==> src/rtl/chunk_serial_adder.sv <==
// ----------------------------------------------------------------------------
// chunk_serial_adder
//   Multi-cycle adder: sum = a + b + c_in (mod 2^WIDTH), processed CHUNK bits
//   per clock with the inter-chunk carry held in a register. An operation
//   takes N = WIDTH/CHUNK ADD cycles after the start edge.
//
// Parameters
//   WIDTH  operand / sum width (multiple of CHUNK)
//   CHUNK  bits added per clock
//
// Ports
//   clk    in   1      rising-edge clock
//   rst    in   1      asynchronous reset, active-high
//   start  in   1      operation request, sampled only while idle
//   a, b   in   WIDTH  operands (latched on the accepting edge)
//   c_in   in   1      carry into bit 0
//   busy   out  1      operation in progress
//   done   out  1      one-cycle pulse: sum/c_out/ovf just updated
//   sum    out  WIDTH  result, held until the next completion
//   c_out  out  1      carry out of bit WIDTH-1
//   ovf    out  1      signed overflow (carry into MSB ^ carry out of MSB)
// ----------------------------------------------------------------------------
module chunk_serial_adder #(
  parameter int WIDTH = 16,
  parameter int CHUNK = 4
) (
  input  logic             clk,
  input  logic             rst,
  input  logic             start,
  input  logic [WIDTH-1:0] a,
  input  logic [WIDTH-1:0] b,
  input  logic             c_in,
  output logic             busy,
  output logic             done,
  output logic [WIDTH-1:0] sum,
  output logic             c_out,
  output logic             ovf
);

  localparam int N    = WIDTH / CHUNK;
  localparam int IDXW = (N > 1) ? $clog2(N) : 1;
  localparam logic [IDXW-1:0] IDX_LAST = IDXW'(N - 1);

  typedef enum logic {
    IDLE = 1'b0,
    ADD  = 1'b1
  } state_t;

  // One chunk of ripple addition; bit CHUNK of the result is the carry-out.
  function automatic logic [CHUNK:0] chunk_add(
    input logic [CHUNK-1:0] x,
    input logic [CHUNK-1:0] y,
    input logic             cin
  );
    chunk_add = {1'b0, x} + {1'b0, y} + {{CHUNK{1'b0}}, cin};
  endfunction

  state_t           state_r,  state_nx_s;
  logic [WIDTH-1:0] a_r,      a_nx_s;
  logic [WIDTH-1:0] b_r,      b_nx_s;
  logic             carry_r,  carry_nx_s;
  logic [IDXW-1:0]  idx_r,    idx_nx_s;
  logic [WIDTH-1:0] psum_r,   psum_nx_s;
  logic             busy_nx_s;
  logic             done_nx_s;
  logic [WIDTH-1:0] sum_nx_s;
  logic             c_out_nx_s;
  logic             ovf_nx_s;

  logic [CHUNK-1:0] chunk_a_s;
  logic [CHUNK-1:0] chunk_b_s;
  logic [CHUNK:0]   chunk_res_s;

  // Select the current chunk of both latched operands and add it with the carry.
  always_comb begin
    chunk_a_s   = a_r[int'(idx_r)*CHUNK +: CHUNK];
    chunk_b_s   = b_r[int'(idx_r)*CHUNK +: CHUNK];
    chunk_res_s = chunk_add(chunk_a_s, chunk_b_s, carry_r);
  end

  // Next-state and next-output logic for the IDLE/ADD controller.
  always_comb begin
    state_nx_s = state_r;
    a_nx_s     = a_r;
    b_nx_s     = b_r;
    carry_nx_s = carry_r;
    idx_nx_s   = idx_r;
    psum_nx_s  = psum_r;
    busy_nx_s  = busy;
    done_nx_s  = 1'b0;
    sum_nx_s   = sum;
    c_out_nx_s = c_out;
    ovf_nx_s   = ovf;

    case (state_r)
      IDLE: begin
        if (start) begin
          a_nx_s     = a;
          b_nx_s     = b;
          carry_nx_s = c_in;
          idx_nx_s   = '0;
          busy_nx_s  = 1'b1;
          state_nx_s = ADD;
        end else begin
          busy_nx_s  = 1'b0;
        end
      end

      ADD: begin
        psum_nx_s[int'(idx_r)*CHUNK +: CHUNK] = chunk_res_s[CHUNK-1:0];
        carry_nx_s = chunk_res_s[CHUNK];
        idx_nx_s   = idx_r + IDXW'(1);
        if (idx_r == IDX_LAST) begin
          sum_nx_s   = psum_nx_s;
          c_out_nx_s = chunk_res_s[CHUNK];
          // Carry into the MSB is recovered as a^b^sum at that bit.
          ovf_nx_s   = a_r[WIDTH-1] ^ b_r[WIDTH-1] ^ psum_nx_s[WIDTH-1]
                       ^ chunk_res_s[CHUNK];
          done_nx_s  = 1'b1;
          busy_nx_s  = 1'b0;
          idx_nx_s   = '0;
          state_nx_s = IDLE;
        end else begin
          busy_nx_s  = 1'b1;
        end
      end

      default: begin
        state_nx_s = IDLE;
        busy_nx_s  = 1'b0;
      end
    endcase
  end

  // State, datapath and output registers; reset discards any in-flight op.
  always_ff @(posedge clk or posedge rst) begin
    if (rst) begin
      state_r <= IDLE;
      a_r     <= '0;
      b_r     <= '0;
      carry_r <= 1'b0;
      idx_r   <= '0;
      psum_r  <= '0;
      busy    <= 1'b0;
      done    <= 1'b0;
      sum     <= '0;
      c_out   <= 1'b0;
      ovf     <= 1'b0;
    end else begin
      state_r <= state_nx_s;
      a_r     <= a_nx_s;
      b_r     <= b_nx_s;
      carry_r <= carry_nx_s;
      idx_r   <= idx_nx_s;
      psum_r  <= psum_nx_s;
      busy    <= busy_nx_s;
      done    <= done_nx_s;
      sum     <= sum_nx_s;
      c_out   <= c_out_nx_s;
      ovf     <= ovf_nx_s;
    end
  end

endmodule

==> config.mk <==
export PLATFORM = sky130hd
export DESIGN_NAME = chunk_serial_adder
export DESIGN_NICKNAME = d
export VERILOG_FILES = /design/src/rtl/chunk_serial_adder.sv
export SDC_FILE = /design/constraint.sdc
export NUM_CORES = 1
export LEC_CHECK = 0
export BUFFER_PORTS_ARGS = -buffer_cell sky130_fd_sc_hd__clkbuf_2
export CAP_MARGIN = 40
export CORE_AREA = 2 2 81 83
export CTS_BUF_LIST = sky130_fd_sc_hd__clkbuf_16
export CTS_CLUSTER_SIZE = 8
export DETAILED_ROUTE_END_ITERATION = 16
export DIE_AREA = 0 0 83 85
export GPL_ROUTABILITY_DRIVEN = 1
export HOLD_SLACK_MARGIN = 0.1
export PLACE_DENSITY_LB_ADDON = 0.08
export SYNTH_ARGS = -nofsm -noshare
export SYNTH_HDL_FRONTEND = slang
export SYNTH_SLANG_ARGS = --single-unit
==> constraint.sdc <==
create_clock -name clk -period 7.8 [get_ports clk]
set_input_delay 0.39 -clock clk [delete_from_list [all_inputs] [get_ports clk]]
set_output_delay 0.39 -clock clk [all_outputs]
set_load 0.005 [all_outputs]
# Word level (Yosys, flattened, before mapping)
# Index checks and enable logic that the tools add are counted.
[op_classes]
addsub = 4
n_mul = 0
div = 0
n_lt_le_gt_ge = 0
n_eq_ne = 2
n_shift = 4
mux = 11
bitwise_logic = 4
n_reduce_logical = 2
[ops]
columns = ["operator", "count"]
rows = [
  ["$neg A4 Y33", 1],
  ["$shift A4 B33 Y16 const A", 1],
  ["$shiftx A4 B33 Y16", 1],
  ["$shiftx A16 B5 Y4", 2],
  ["$bwmux W16", 1],
  ["$add A4 B4 Y5", 1],
  ["$add A5 B1 Y5", 1],
  ["$mux W1", 5],
  ["$mux W2", 2],
  ["$pmux W1 S2", 2],
  ["$pmux W2 S2", 1],
  ["$reduce_and A2 Y1", 2],
  ["$xor A1 B1 Y1", 3],
  ["$add A2 B1 Y2 const B", 1],
  ["$eq A2 B2 Y1 const B", 1],
  ["$ne A2 B2 Y1 const B", 1],
  ["$not A1 Y1", 1],
]
[word_totals]
register_bits = 71
latch_bits = 0
ramBits = 0
romBits = 0
inputBits = 36
output_inout_bits = 20
word_cells = 37
memories = 0

# Longest topological paths before layout
[depth]
ltp_word = 7
depth_mapped = 10
ltp_nobuf = 9

# Least setup slack after synthesis
# Ideal clock, no wire load.
[synth_path]
path_kind = "register to register"
from = "reg idx_r[0]"
to = "reg ovf"
setup_ns = 0.132
arrival_time_ns = 2.485
required_ns = 7.668
path_slack_ns = 5.184
path_stages_with_launch = 11
path_buffers = 1
synth_period_minus_slack_ns = 2.616
path_cell_list = "dfrtp_1 buf_2 mux4_2 fa_1 inv_1 fa_1 nand2b_1 o2bb2ai_1 xnor2_1 xnor2_1 o21ai_1"
[synth_via]
elab_chain_len = 7
elab_cells_between_ends = 12
cone_classes = "3 x add/sub; 1 x eq/ne; 4 x shift; 1 x mux; 2 x bitwise; 1 x reduce/logical"
[synth_lines]
columns = ["item", "line_no", "source"]
rows = [
  ["start: declaration", "62", "logic [IDXW-1:0] idx_r, idx_nx_s;"],
  ["start signal: assignment", "154", "idx_r <= idx_nx_s;"],
  ["$shiftx A16 B5 Y4, on equally long branches", "76, 77", ""],
  ["$add A4 B4 Y5", "55", "chunk_add = {1'b0, x} + {1'b0, y} + {{CHUNK{1'b0}}, cin};"],
  ["$add A5 B1 Y5", "55", ""],
  ["$shiftx A4 B33 Y16", "110", "psum_nx_s[int'(idx_r)*CHUNK +: CHUNK] = chunk_res_s[CHUNK-1:0];"],
  ["$bwmux W16", "110", ""],
  ["$xor A1 B1 Y1", "117", "ovf_nx_s = a_r[WIDTH-1] ^ b_r[WIDTH-1] ^ psum_nx_s[WIDTH-1]"],
  ["$xor A1 B1 Y1", "118", "^ chunk_res_s[CHUNK];"],
  ["end signal: assignment", "160", "ovf <= ovf_nx_s;"],
  ["end: declaration", "37", "output logic ovf"],
]
# Parallel ways exist; a longest one is shown, timed or not.
# A chain may end at the register's enable or synchronous reset.

# Worst setup path after layout
[layout_path]
from = "reg idx_r[0]"
to = "reg psum_r[9]"
[layout_via]
elab_chain_len = 5
elab_cells_between_ends = 8
cone_classes = "3 x add/sub; 4 x shift; 1 x mux"
[layout_lines]
columns = ["item", "line_no", "source"]
rows = [
  ["$shiftx A16 B5 Y4, on equally long branches", "76, 77", ""],
  ["$add A4 B4 Y5", "55", ""],
  ["$add A5 B1 Y5", "55", ""],
  ["$shiftx A4 B33 Y16", "110", ""],
  ["$bwmux W16 (*)", "110", ""],
  ["end signal: assignment", "155", "psum_r <= psum_nx_s;"],
  ["end: declaration", "63", "logic [WIDTH-1:0] psum_r, psum_nx_s;"],
]
# Every way passes the cells marked *; elsewhere a longest branch is shown, timed or not.

==> summary.txt <==
Power and ir drop
  • Sw power: 771.2 uW
  • Sequential share of power: 33.6%
  • Sw Share: 39.52%
  • Clock network power share: 20.2%
  • Worst VDD drop: 0.0003257 V
  • Combinational power share: 46.2%
  • Static leakage: 1.840 nW
  • PD cells: 495.7 nW/um^2
  • Int Pwr: 1.180 mW

Worst setup path
  • Worst Path Arrival: 3.16 ns
  • Critical path fanouts, max: 14
  • Critical path's largest stage delay: 0.76 ns
  • CP top delay family: adder cells
  • CP most frequent cell: fa_1
  • Setup Crit Path Kind: reg2reg
  • CP Cell Sequence: mux4_2 -> fa_1 -> inv_1 -> fa_1 -> nor2b_1 -> a22o_1
  • CP max-delay cell: dfrtp_1
  • Worst path bufs/invs: 1
  • Startpoint Class: flip-flop
  • Setup crit end kind: flip-flop
  • CP Data Required Time: 8.07 ns

Clock network
  • Cts repair resizes: 0
  • # H-tree levels: 3
  • Cts hold-fix bufs: 0
  • Clock sink count: 71
  • TritonCTS Buffers: 9
  • Clock Path Buffers: 2
  • Postcts setup bufs: 0
  • CTS tree: built
  • Clock Latency Late Sink: 0.33 ns
  • Clk slew on worst S/H paths: 0.06 ns
  • Root buffer cell: clkbuf_16

Drt
  • Routed vias: 2250
  • Avg WL per Cell: 15.30 um
  • Post-Route WL: 6396 um
  • DR pass1 iterations: 4
  • Routed Antenna Nets: 0
  • DRC: 0
  • Via-to-Cell Ratio: 5.383
  • Iter 0 DRT Violations: 115

Finish
  • Share of layout cells above drive strength 1: 33.43%
  • Fillers: 518
  • Post-layout util: 63.44%
  • Diode count: 0
  • Commonest non-fill, non-tap cells in the layout: dfrtp_1, clkbuf_2, nand2_1, mux2_2, o21ai_0
  • Area Overhead vs Synth: 20.12%
  • Fin nets: 383
  • Commonest non-fill, non-tap cell in the layout: dfrtp_1

Global routing
  • Initial antenna violation count: 0
  • M1 GR Usage: 26.30%
  • Number of global-route vias before repair: 2213
  • Met3 usage: 4.961%
  • Gr usage total: 19.74%
  • First-pass GRT wire length: 10940 um
  • Total congestion overflow: 0
  • GR peak layer: met2
  • Pin count of the biggest net entering global routing: 38
  • Met2 Usage GRT: 31.96%

Timing
  • Setup TNS: 0 ns
  • Unrepaired setup endpoints after global routing: false
  • Fin Clk Skew: 0.003397 ns
  • Final slew viol count: 0
  • Worst slew pin tran: 0.6718 ns
  • Slew margin rel.: 55.21%
  • Worst Hold Slack: 0.1269 ns
  • Tcrit/Tclk final: 37.11%
  • Setup violators final: 0
  • Fmax: 345.4 MHz
  • Post-layout min period: 2.895 ns
  • Fin. Hold Viols: 0

Floorplan
  • Boundary Pins: 56
  • # rows: 29
  • Die area: 7055 um^2
  • Initial Util: 52.81%
  • Die H: 85 um
  • Core area: 6205 um^2
  • DIE WIDTH: 83 um

Logic synthesis
  • Syn Nets: 324
  • Synthesized flop and latch total: 71
  • Fraction of the yosys area taken by sequential cells: 54.22%
  • Mean Syn Cell Area: 11.83 um^2
  • Syn Std Cell Area: 3277 um^2
  • Async SR Flop Fraction: 100.0%
  • Yosys warning count: 0
  • Syn Inst Count: 277
  • Post-synth EDFFs: 0
  • Post-synth top flop: dfrtp_1
  • Library cells used by synthesis: 33

Status
  • Status: finished clean

Placement
  • Detailed Place HPWL: 4694 um
  • Port buffer count: 55
  • Placer Congestion: 0.9041

Job
  • Number of max-cap violations: 0

Min path
  • HP Class: in2async
final timing paths:
path / end / cells after the start / slack, ns / startpoint
max: psum_r[9] / 6 / 4.91 / idx_r[0]
min: a_r[0] / 3 / 0.13 / rst
max reg2reg: psum_r[9] / 6 / 4.91 / idx_r[0]
min reg2reg: sum[1] / 2 / 0.47 / sum[1]
max in group asynchronous: b_r[0] / 4 / 7.13 / rst
min in group clk: a_r[15] / 2 / 0.28 / a[15]
cell type report:
type | count | area (um^2) | area share, %
Sequential cell | 71 | 1777 | 45.14
Tap cell | 77 | 96.34 | 2.448
Clock inverter | 7 | 63.81 | 1.621
Inverter | 15 | 56.30 | 1.430
Multi-Input combinational cell | 180 | 1400 | 35.57
Clock buffer | 9 | 225.2 | 5.722
Timing Repair Buffer | 59 | 317.8 | 8.074
state kept, by name, summed over array words and instances, names as in the netlist:
name     cells
ovf          1
c_out        1
psum_r      16
state_r      1
b_r         16
carry_r      1
sum         16
idx_r        2
a_r         16
done         1
routing by layer:
metal	part of all wire, %	wire length, um	up-vias
li1	-	-	1090
met1	45	2880	1098
met2	49	3139	51
met3	4.2	271	11
met4	1.6	104	0
met5	0	0	-
cells in the mapped netlist (2+ instances only):
| master | instances | area share (%) |
|---|---|---|
| inv_2 | 2 | 0.23 |
| nand2_1 | 34 | 3.9 |
| o21ai_0 | 17 | 2.6 |
| nor2b_1 | 11 | 2.1 |
| o21ai_1 | 8 | 1.2 |
| xnor2_1 | 3 | 0.80 |
| mux2_2 | 27 | 9.3 |
| clkbuf_1 | 6 | 0.69 |
| mux2_1 | 6 | 2.1 |
| a21oi_1 | 14 | 2.1 |
| fa_1 | 2 | 1.2 |
| inv_1 | 13 | 1.5 |
| buf_2 | 4 | 0.61 |
| and3_1 | 3 | 0.57 |
| ha_1 | 9 | 3.4 |
| a221oi_1 | 4 | 1.1 |
| mux4_2 | 8 | 5.5 |
| nand3_1 | 4 | 0.61 |
| nor2_1 | 14 | 1.6 |
| dfrtp_1 | 71 | 54 |
| o31ai_1 | 2 | 0.46 |
| a22o_1 | 4 | 1.1 |
through the flow:
step                total power, mW  cell area [um^2]  cells  worst slack, ns
global route                  2.099              3936    418            4.668
global placement              1.542              3627    401            4.918
detailed placement            1.567              3647    402            4.871
finish                        1.951              3936    418            4.905
CTS                           1.964              3936    418            4.850
floorplan                     1.310              3277    277            5.184
cells by family after synthesis:
group / count (synthesis) / share of synthesized area (%)
adder cells (fa/ha/maj): 11 / 4.658
AND/OR/NAND/NOR: 71 / 9.966
flip-flops: 71 / 54.22
buffers and inverters: 26 / 3.131
XOR/XNOR: 4 / 1.069
AO/OA/AOI/OAI: 53 / 10.12
multiplexers: 41 / 16.84
worst reg2reg max path, cell delays in order, from the launching register on:
cell,delay (ns)
dfrtp_1,0.76
mux4_2,0.60
fa_1,0.42
inv_1,0.08
fa_1,0.50
nor2b_1,0.29
a22o_1,0.19
power groups by stage:
stage	Clock [mW]	Sequential (mW)	Combinational [mW]
final	0.394	0.656	0.901
after global routing	0.418	0.685	0.996
after CTS	0.400	0.662	0.902
after detailed placement	0	0.668	0.899
after global placement	0	0.666	0.876
after floorplan	0	0.608	0.702
Note: power is estimated with default switching activity, not from simulation.
